--- config.mk ---
export PLATFORM = sky130hd
export DESIGN_NAME = bcd_mod_counter
export DESIGN_NICKNAME = d
export VERILOG_FILES = /design/src/rtl/bcd_mod_counter.sv
export SDC_FILE = /design/constraint.sdc
export NUM_CORES = 1
export LEC_CHECK = 0
export CAP_MARGIN = 20
export CELL_PAD_IN_SITES_DETAIL_PLACEMENT = 0
export CELL_PAD_IN_SITES_GLOBAL_PLACEMENT = 1
export CORE_MARGIN = 1.5
export CORE_UTILIZATION = 39
export CTS_BUF_LIST = sky130_fd_sc_hd__clkbuf_4 sky130_fd_sc_hd__clkbuf_8
export DETAILED_ROUTE_END_ITERATION = 10
export GPL_TIMING_DRIVEN = 0
export HOLD_SLACK_MARGIN = 0.12
export PLACE_DENSITY = 0.86
export SYNTH_ARGS = -nofsm -noshare
export SYNTH_HDL_FRONTEND = slang
export SYNTH_SLANG_ARGS = --single-unit
--- constraint.sdc ---
create_clock -name CLK -period 2.44 [get_ports CLK]
set_input_delay 0.366 -clock CLK [delete_from_list [all_inputs] [get_ports CLK]]
set_output_delay 0.366 -clock CLK [all_outputs]
set_load 0.02 [all_outputs]
--- src/rtl/bcd_mod_counter.sv ---
`default_nettype none
// ============================================================================
//  Module      : bcd_mod_counter
//  Description : Two-digit BCD modulo counter (MIN_VAL..MAX_VAL), up/down,
//                cascadable via carry chain, with clear and validated preset.
//  Revision    : 1.0 - initial release
// ============================================================================
module bcd_mod_counter #(
    parameter int MIN_VAL = 0,
    parameter int MAX_VAL = 23
) (
    input  logic       CLK,
    input  logic       RESET,
    input  logic       ENABLE,
    input  logic       IN_CARRY,
    input  logic       DEC,
    input  logic       CLR,
    input  logic       LOAD,
    input  logic [3:0] LOAD_TENS,
    input  logic [3:0] LOAD_ONES,
    output logic [3:0] CNT_ONES,
    output logic [3:0] CNT_TENS,
    output logic       OUT_CARRY,
    output logic       LOAD_ERR
);

    localparam logic [3:0] c_MIN_TENS = 4'(MIN_VAL / 10);
    localparam logic [3:0] c_MIN_ONES = 4'(MIN_VAL % 10);
    localparam logic [3:0] c_MAX_TENS = 4'(MAX_VAL / 10);
    localparam logic [3:0] c_MAX_ONES = 4'(MAX_VAL % 10);

    logic [3:0] r_tens;
    logic [3:0] r_ones;
    logic       r_load_err;

    logic       w_at_min;
    logic       w_at_max;
    logic [7:0] w_load_val;
    logic       w_ge_min;
    logic       w_le_max;
    logic       w_load_ok;
    logic [3:0] w_step_tens;
    logic [3:0] w_step_ones;

    assign w_at_min = (r_tens == c_MIN_TENS) && (r_ones == c_MIN_ONES);
    assign w_at_max = (r_tens == c_MAX_TENS) && (r_ones == c_MAX_ONES);

    // Preset value in binary; digits up to 15 each keep it within 8 bits.
    assign w_load_val = ({4'd0, LOAD_TENS} * 8'd10) + {4'd0, LOAD_ONES};

    // A lower bound of zero is always met; skip the compare entirely.
    generate
        if (MIN_VAL == 0) begin : g_min_zero
            assign w_ge_min = 1'b1;
        end else begin : g_min_cmp
            assign w_ge_min = (w_load_val >= 8'(MIN_VAL));
        end
    endgenerate

    assign w_le_max  = (w_load_val <= 8'(MAX_VAL));
    assign w_load_ok = (LOAD_TENS <= 4'd9) && (LOAD_ONES <= 4'd9) && w_ge_min && w_le_max;

    always_comb begin
        w_step_tens = r_tens;
        w_step_ones = r_ones;
        if (!DEC) begin
            if (w_at_max) begin
                w_step_tens = c_MIN_TENS;
                w_step_ones = c_MIN_ONES;
            end else if (r_ones == 4'd9) begin
                w_step_tens = r_tens + 4'd1;
                w_step_ones = 4'd0;
            end else begin
                w_step_ones = r_ones + 4'd1;
            end
        end else begin
            if (w_at_min) begin
                w_step_tens = c_MAX_TENS;
                w_step_ones = c_MAX_ONES;
            end else if (r_ones == 4'd0) begin
                w_step_tens = r_tens - 4'd1;
                w_step_ones = 4'd9;
            end else begin
                w_step_ones = r_ones - 4'd1;
            end
        end
    end

    always_ff @(posedge CLK or posedge RESET) begin
        if (RESET) begin
            r_tens     <= c_MIN_TENS;
            r_ones     <= c_MIN_ONES;
            r_load_err <= 1'b0;
        end else begin
            r_load_err <= 1'b0;
            if (CLR) begin
                r_tens <= c_MIN_TENS;
                r_ones <= c_MIN_ONES;
            end else if (LOAD) begin
                if (w_load_ok) begin
                    r_tens <= LOAD_TENS;
                    r_ones <= LOAD_ONES;
                end else begin
                    r_load_err <= 1'b1;
                end
            end else if (ENABLE && IN_CARRY) begin
                r_tens <= w_step_tens;
                r_ones <= w_step_ones;
            end
        end
    end

    // ENABLE is left out: every stage sees the same tick, so the whole chain
    // ripples within one edge.
    assign OUT_CARRY = IN_CARRY && !CLR && !LOAD && (DEC ? w_at_min : w_at_max);

    assign CNT_TENS = r_tens;
    assign CNT_ONES = r_ones;
    assign LOAD_ERR = r_load_err;

endmodule
`default_nettype wire

; Word-level counts from Yosys, hierarchy flattened
; Cells that the tools add are included.
; W data, S select, Z words.
[word_totals]
ff_bits = 9
out_inout_bits = 10
elab_cells = 55
[classes]
addsub = 5
multipliers = 1
magnitude_cmp = 3
eq_ne = 5
n_mux = 22
n_reduce_logical = 16
[op_table]
columns = cell, n
row1 = $mux W4, 18
row2 = $add A4 B1 Y4 const B, 2
row3 = $add A8 B4 Y8, 1
row4 = $eq A4 B2 Y1 const B, 2
row5 = $le A4 B4 Y1 const B, 2
row6 = $le A8 B5 Y1 const B, 1
row7 = $logic_and A1 B1 Y1, 8
row8 = $logic_not A4 Y1, 2
row9 = $sub A4 B1 Y4 const B, 2
row10 = $mul A4 B3 Y7 const B, 1
row11 = $ne A5 B2 Y1 const B, 1
row12 = $reduce_bool A5 Y1, 1
row13 = $eq A4 B4 Y1 const B, 1
row14 = $mux W1, 4
row15 = $reduce_and A4 Y1, 1
row16 = $ne A3 B2 Y1 const B, 1
row17 = $reduce_bool A3 Y1, 1
row18 = $logic_not A1 Y1, 2
row19 = $reduce_and A2 Y1, 1

; Logic depth before layout (Yosys ltp)
; Gate-level depths: netlist (run 1).
[logic_depth]
depth_word = 7
depth_mapped = 9

; Worst setup path before layout (run 1)
; OpenSTA, ideal clock, no wires.
[synth_path]
path_kind = in2reg
startpoint = in LOAD_TENS[1]
endpoint = reg r_tens[0] (netlist: CNT_TENS[0])
arrival_time_ns = 2.479
required_time_ns = 2.315
slack_ns = -0.164
stages = 9
path_buffers = 0
cell_sequence = ha_1 -> ha_1 -> inv_1 -> fa_1 -> xnor2_1 -> a211oi_1 -> a2111oi_4 -> a31oi_2 -> mux2_2
[synth_via]
elab_chain_cells = 6
elab_cells_between_ends = 8
[synth_lines]
columns = element, line_no
row1 = start: declaration, 19  ; input logic [3:0] LOAD_TENS,
row2 = $mul A4 B3 Y7, 49  ; assign w_load_val = ({4'd0, LOAD_TENS} * 8'd10) + {4'd0, LOAD_ONES};
row3 = $add A8 B4 Y8, 49
row4 = $le A8 B5 Y1, 60  ; assign w_le_max = (w_load_val <= 8'(MAX_VAL));
row5 = $logic_and A1 B1 Y1 *, 61  ; assign w_load_ok = (LOAD_TENS <= 4'd9) && (LOAD_ONES <= 4'd9) && w_ge_min && w_le_max;
row6 = $ne A3 B2 Y1 (no line) *, -
row7 = $reduce_and A4 Y1 (no line) *, -
row8 = end signal: assignment, 91  ; r_tens <= c_MIN_TENS;
row9 = end signal: assignment, 97  ; r_tens <= c_MIN_TENS;
row10 = end signal: assignment, 107  ; r_tens <= w_step_tens;
row11 = end: declaration, 32  ; logic [3:0] r_tens;
; Mark *: on every way between the ends. The rest lies on a longest branch, timed or not.
; A chain may end at the register's enable or synchronous reset.

; Worst setup path in the final report (run 1)
[layout_path]
startpoint = in LOAD_TENS[3]
endpoint = reg r_tens[0] (netlist: CNT_TENS[0])
; Same word-level chain as after synthesis.

==> results of run 1 <==
==> what timing repair did <==
item                       CTS  global route
pin swaps                    7             3
setup endpoints to repair   10             8
setup buffers                3             5
resized for setup           42            18
==> stage by stage <==
stage	std cells	power [uW]
2_1_floorplan	136	528
3_3_place_gp	191	676
3_5_place_dp	191	690
4_1_cts	198	874
5_1_grt	202	969
6_report	202	902
==> worst reg2reg max path, delay by kind of cell (launching register included) <==
| family | cells | cell delay, ps |
|---|---|---|
| DFF | 1 | 440 |
| AOI/OAI and AO/OA | 1 | 260 |
| and+or+nand+nor | 3 | 570 |
| buffers and inverters | 2 | 300 |
| adders and majority gates | 1 | 180 |
| muxes | 1 | 260 |
==> registers in the layout, indices dropped and copies added, names as in the netlist <==
register and count:
CNT_ONES 4, LOAD_ERR 1, CNT_TENS 4
==> cell usage after synthesis (2+ instances only) <==
cell,n,area share (%)
nor2_1,12,3.8
fa_1,2,3.3
a31oi_2,2,2.1
a31oi_1,2,1.0
or3_1,2,1.0
nor3b_1,2,1.3
nand3_1,5,2.1
ha_1,15,16
nor2b_1,2,1.0
a32oi_1,2,1.5
nand2_1,5,1.6
xnor2_1,2,1.5
and3_1,2,1.0
a21o_1,2,1.3
o221ai_1,2,1.5
mux2_2,6,5.6
buf_2,2,0.84
o31a_1,2,1.5
a32o_1,2,1.7
nand2b_1,3,1.6
a21oi_1,10,4.2
dfrtp_1,9,19
inv_1,13,4.1
a211oi_1,3,1.9
o21a_1,2,1.3
mux2i_1,2,1.7
==> cells in the final DEF, fill, tap and decap left out, types with 3 or more instances in the layout <==
cell	n
inv_1	10
dfrtp_1	6
buf_2	3
clkdlybuf4s50_1	16
clkbuf_4	5
nand2_1	5
a21oi_1	9
nand2b_1	3
nor2_1	12
ha_1	10
nand3_1	5
ha_4	4
buf_4	6
inv_2	3
dfrtp_2	3
mux2_4	6
==> final cells by class <==
type                    count  share of cell area (%)
plain buffers               2                   0.728
flip-flops and latches      9                    13.3
repair buffers             31                    17.7
multi-input cells         112                    61.4
inverters                  13                    2.84
clock buffers               4                    1.75
well taps                  31                    2.26
==> power by group <==
group	switching (uW)	total (uW)	internal (uW)
Clock	57.6	132	74.5
Sequential	54.9	234	179
Combinational	264	537	273
==> cell families after synthesis <==
kind of cell | count (synthesis) | synth area share (%)
multiplexers | 8 | 7.31
flip-flops | 9 | 18.8
AND/OR/NAND/NOR | 43 | 20.3
AO/OA/AOI/OAI | 41 | 27.6
buffers and inverters | 15 | 4.91
XOR/XNOR | 3 | 2.19
adder cells (fa/ha/maj) | 17 | 19.0
==> layer usage <==
layer	share of wire (%)	routed length, um	track usage, %
met5	0	0	0
met2	52	1740	36.4
met4	1.6	53	7.31
met3	3.9	131	1.32
met1	43	1450	27.0
==> worst paths after layout <==
path / to / cells after the start / from
max in group asynchronous: CNT_ONES[0] / 2 / RESET
worst min register to register: CNT_ONES[1] / 1 / CNT_ONES[1]
worst max register to register: CNT_ONES[1] / 8 / CNT_ONES[1]
min in group CLK: CNT_ONES[1] / 3 / LOAD_ONES[1]
worst max-delay path: CNT_TENS[0] / 11 / LOAD_TENS[3]
worst min-delay path: CNT_TENS[3] / 2 / RESET
==> qor.yml, run 1 <==
status: "finished, final reports clean"
final_hold_viol_count: 0
core_um2: 2830
grt-ovfl-total: 0
setup_tns_ps: 0
clock_skew_ps: 2.71
wl_per_cell_um: 16.7
wirelength_um: 3380
ant_nets: 0
critPathCaptureType: "flip-flop"
drt_iter0_drc: 57
dp_hpwl_um: 2490
clock_latency_ps: 270
slowest_stage: "fa_2"
placed_area_um2: 1520
synth-edff-count: 0
fin_util_pct: 60.7
gp_congestion: 0.775
cp-start-kind: "primary input"
crit_type: "in2reg"
postLayoutCellArea_um2: 1720
syn_area_per_cell_um2: 8.81
layout-drive-gt1-share_pct: 31.0
drv_cap: 0
fmax_mhz: 412
p_leak_uw: 0.000714
yosysSeqAreaShare_pct: 18.8
rsz0062_at_grt: "yes"
async_flop_share_pct: 100
grt_pass1_wl_um: 5510
nets: 204
path_cells: "buf_12, ha_4, ha_4, inv_2, fa_2, xnor2_4, buf_6, a2111oi_4, buf_4, a31oi_4, mux2_4"
drc: 0
netlist_area_um2: 1200
num_vias: 1241
cts_tree: "yes"
initial_core_util_pct: 42.4
cts_root_buf: "clkbuf_4"
htreeDepth: 1
ys.flop_type: "dfrtp_1"
grt_pass1_vias: 1161
ff_latch_area_um2: 229
fin_crit_ps: 2430
ctsHoldBuffers: 0
grt_start_max_net_pins: 11
yosysUniqueCellTypes: 49
area_growth_pct: 43.3
worstHoldPathType: "in2async"
worst_path_most_repeated_cell: "ha_4"
syn-num-nets: 168
synthCells: 136
period_share_pct: 99.4
power.density_nw_per_um2: 525
port_buffers: 24
numClockSinks: 9
relSlewSlack_pct: 69.6
setup_ws_ps: 13.6
die_y_um: 58.4
slew_viol_final: 0
dp_slack_ps: -975
cts.clk_slew.worst_paths_ps: 60
max_stage_delay_ps: 400
arrival_ps: 2580
path_delay_family: "adder cells"
antenna_found_initial: 0
firstDrtPassIters: 4
holdWs_ps: 367
synth-seq-cells: 9
crit_fanout: 5
cp.required_ps: 2600
ios: 25
nFillCells: 251
multi_input_area_um2: 1050
cts_buffer_depth: 2
finalSetupViolations: 0
worst_pin_slew_ps: 445
r2r_slack_ps: 310
antenna_cells: 0
die_w_um: 58.4
rows: 19
dieArea_um2: 3420
ys_warn_count: 0
numCtsBuffers: 3
ir_drop_v: 0.000232
grt_use_total_pct: 20.8
path_buf_inv: 4
drt-vias-per-instance: 6.14
Note: power is estimated with default switching activity, not from simulation.
==> run 2: changes to the inputs <==
--- a/config.mk
+++ b/config.mk
@@ -15,6 +15,7 @@
 export GPL_TIMING_DRIVEN = 0
 export HOLD_SLACK_MARGIN = 0.12
 export PLACE_DENSITY = 0.86
+export RECOVER_POWER = 50
 export SYNTH_ARGS = -nofsm -noshare
 export SYNTH_HDL_FRONTEND = slang
 export SYNTH_SLANG_ARGS = --single-unit
==> run 2 against run 1 <==
  * Non-clock buffer count unchanged
  * Maximum frequency about the same
  * Clock skew about the same
  * Sequential power about the same
  * Power decreased by 0.17%
  * Clock power about the same
  * Critical path type unchanged
  * Critical endpoint unchanged
==> qor.yml, run 2 (synthesized netlist as in run 1, its figures left out) <==
holdWs_ps: 505
drc: 0
numCtsBuffers: 3
finalSetupViolations: 0
initial_core_util_pct: 42.4
die_w_um: 58.4
worst_pin_slew_ps: 446
clock_latency_ps: 270
setup_ws_ps: 13.7
antenna_found_initial: 0
htreeDepth: 1
port_buffers: 24
drv_cap: 0
cp.required_ps: 2600
cts_buffer_depth: 2
placed_area_um2: 1520
period_share_pct: 99.4
dp_hpwl_um: 2490
layout_common_cells: "14 x clkdlybuf4s50_1, 12 x nor2_1, 10 x inv_1, 10 x ha_1, 9 x a21oi_1"
worstHoldPathType: "in2async"
status: "finished, final reports clean"
fin_util_pct: 60.7
path_buf_inv: 4
clock_skew_ps: 2.75
cp-start-kind: "primary input"
worst_path_most_repeated_cell: "ha_4"
r2r_start: "CNT_ONES[1]"
layout-drive-gt1-share_pct: 31.0
grt_use_total_pct: 20.8
dp_slack_ps: -975
power.density_nw_per_um2: 524
firstDrtPassIters: 4
final_hold_viol_count: 0
final_common_cell: "clkdlybuf4s50_1"
dieArea_um2: 3420
nets: 204
fin_crit_ps: 2430
num_vias: 1239
antenna_cells: 0
postLayoutCellArea_um2: 1720
slowest_stage: "fa_2"
grt_pass1_vias: 1161
grt_pass1_wl_um: 5510
core_um2: 2830
die_y_um: 58.4
wl_per_cell_um: 16.7
slew_viol_final: 0
max_stage_delay_ps: 400
grt-ovfl-total: 0
crit_type: "in2reg"
ir_drop_v: 0.000232
area_growth_pct: 43.3
critPathCaptureType: "flip-flop"
ant_nets: 0
rsz0062_at_grt: "yes"
arrival_ps: 2580
fmax_mhz: 412
gp_congestion: 0.775
cts.clk_slew.worst_paths_ps: 60
path_cells: "buf_12, ha_4, ha_4, inv_2, fa_2, xnor2_4, buf_6, a2111oi_4, buf_4, a31oi_4, mux2_4"
rows: 19
drt_iter0_drc: 57
cts_root_buf: "clkbuf_4"
wirelength_um: 3370
critPathLaunch: "LOAD_TENS[3]"
cts_tree: "yes"
grt_start_max_net_pins: 11
p_leak_uw: 0.000716
crit_fanout: 5
path_delay_family: "adder cells"
relSlewSlack_pct: 69.5
numClockSinks: 9
ios: 25
drt-vias-per-instance: 6.13
==> run 2: worst paths after layout <==
| kind | to | slack, ps | cells after the start |
|---|---|---|---|
| max | CNT_TENS[0] | 10 | 11 |
| min | CNT_TENS[3] | 510 | 2 |
| max reg2reg | CNT_ONES[1] | 320 | 8 |
| min reg2reg | CNT_ONES[1] | 600 | 1 |
| max in group asynchronous | CNT_ONES[0] | 1650 | 2 |
| min in group CLK | CNT_ONES[1] | 510 | 3 |
==> run 2: layout make-up <==
class | instances | area (um^2)
fillers | 251 | 1110
multi-input cells | 112 | 1050
repair buffers | 31 | 304
flip-flops and latches | 9 | 229
inverters | 13 | 48.8
well taps | 31 | 38.8
clock buffers | 4 | 30.0
plain buffers | 2 | 12.5
==> run 2: timing repair <==
item	CTS	global route
pin swaps	7	3
hold buffers	0	0
resized for setup	42	18
buffers inserted	3	5
setup endpoints to repair	10	8
==> run 2: where the power goes <==
part           switching (uW)  internal, uW
combinational             263           272
clock                    57.6          74.5
sequential               54.8           179
==> run 2: routing by layer <==
metal	part of all wire, %	GRT usage, %	up-vias
li1	-	-	580
met1	43	27.0	614
met2	51	36.4	40
met3	3.7	1.32	5
met4	1.6	7.31	0
met5	0	0	-
==> run 2: per-stage QoR <==
step | cells | power [uW] | TNS [ps]
after floorplan | 136 | 528 | -601
after global routing | 202 | 968 | -327
after CTS | 198 | 874 | 0
final | 202 | 901 | 0
after global placement | 191 | 676 | -7930
after detailed placement | 191 | 690 | -8460
==> RTL edit: new RTL, config.mk and constraints of run 1 <==
The parameter `MIN_VAL` goes from 0 to 1.
--- a/src/rtl/bcd_mod_counter.sv
+++ b/src/rtl/bcd_mod_counter.sv
@@ -7,5 +7,5 @@
 // ============================================================================
 module bcd_mod_counter #(
-    parameter int MIN_VAL = 0,
+    parameter int MIN_VAL = 1,
     parameter int MAX_VAL = 23
 ) (
Behaviour: not the same (Yosys sat finds a counterexample within 4 cycles, from zero or initial values and one cycle with RESET high).
==> RTL edit against run 1 <==
Highest routed layer unchanged; non-clock buffer count grew 6; cell count up 13%; power rose by 4.8%; the run now ends with negative setup slack left; core utilization shrank 1.0 points; synthesized area up 3.8%; sequential cell count did not move; clock power shrank 4%; design area is 6.1% higher; critical endpoint is now CNT_ONES[2]$_DFFE_PP0P_; routed wire length increased by 6.5%; sequential share of layout area shrank 0.77 points; critical path type unchanged; critical path depth unchanged; worst setup slack got worse by 0.11 ns.
==> RTL edit: results <==
power_and_ir_drop:
  irDropWorstVdd_v: 0.000232
  static-leakage-power_nw: 0.775
setup_path:
  rr_worst_depth: 9
  r2r_slack_ns: 0.22
  crit_end: "CNT_ONES[2]$_DFFE_PP0P_"
  cp.arrival_ns: 2.67
synthesis:
  synth_fp_nets: 179
  synthTopCellsByCount: "ha_1, nor2_1, o21ai_0"
  yosys-top-cells-area: "dfrtp_1, ha_1, mux2_4, o21ai_0, mux2_2"
  synthCells: 147
  seq_area_frac_synth_pct: 18.2
timing:
  setup_tns_ns: -0.534
  slew_headroom_pct: 70.4
  holdWs_ns: 0.366
  fin_skew_ns: 0.0118
  finalWorstSetupSlack_ns: -0.0942
  finalSetupViolCount: 8
cells_and_area:
  seq_cell_count: 9
  multi_input_cells: 122
  inverters: 10
  stdcell_count: 228
  buf_share_pct: 19.8
  n_all_buffers: 39
  fill_cells: 293
  multi_input_area_share_pct: 60.9
  final-clk-cell-share_pct: 1.65
  nets: 217
  drive_gt1_share_pct: 29.9
grt:
  grt_first_pass_wirelength_mm: 6.04
  gr-usage-met2_pct: 41.8
  grtUsageMet1_pct: 26.2
  use_met3_pct: 1.53
  antenna_found_initial: 0
routing:
  via_count: 1281
  wl_per_cell_um: 15.8
  met2_length_mm: 1.97
  routed.top_layer: "met4"
  wl_met3_um: 110
  first_iter_violations: 34
  met1_length_mm: 1.49
placed_design:
  numPortBuffers: 23
  gp_congestion: 0.841
  dp_cells: 214
run_status:
  failed_checks: "negative setup slack"
  outcome: "complete, but fails checks"
hold_path:
  hold_class: "in -> async"
die:
  coreArea_um2: 3050
[RTL edit: cell count changes after synthesis, moves of 3 or more]
cell / before / now
o21ai_0: 1 / 11
a221oi_1: 0 / 5
clkbuf_1: 0 / 4
mux2_4: 0 / 4
inv_1: 13 / 10
[RTL edit: cell families (layout without fill, tap and decap cells)]
group / after synthesis / count (layout) / share of synthesized area [%]
compound gates: 53 / 53 / 30.1
xor+xnor: 3 / 3 / 2.11
fa+ha+maj: 17 / 17 / 18.3
flops: 9 / 9 / 18.2
buf+inv: 16 / 53 / 5.53
simple gates: 40 / 40 / 16.5
mux: 9 / 9 / 9.26
[RTL edit: where the power goes]
part           total, mW  internal, mW  switching, mW
registers          0.223         0.179         0.0438
logic              0.596         0.292          0.304
clock network      0.127        0.0740         0.0532
total              0.946         0.545          0.401
[RTL edit: timing repair]
action / CTS / global route
resized for setup: 55 / 12
setup endpoints to repair: 10 / 9
endpoints found under the hold margin: 0 / 0
buffers inserted: 5 / 6
pin swaps: 11 / 12
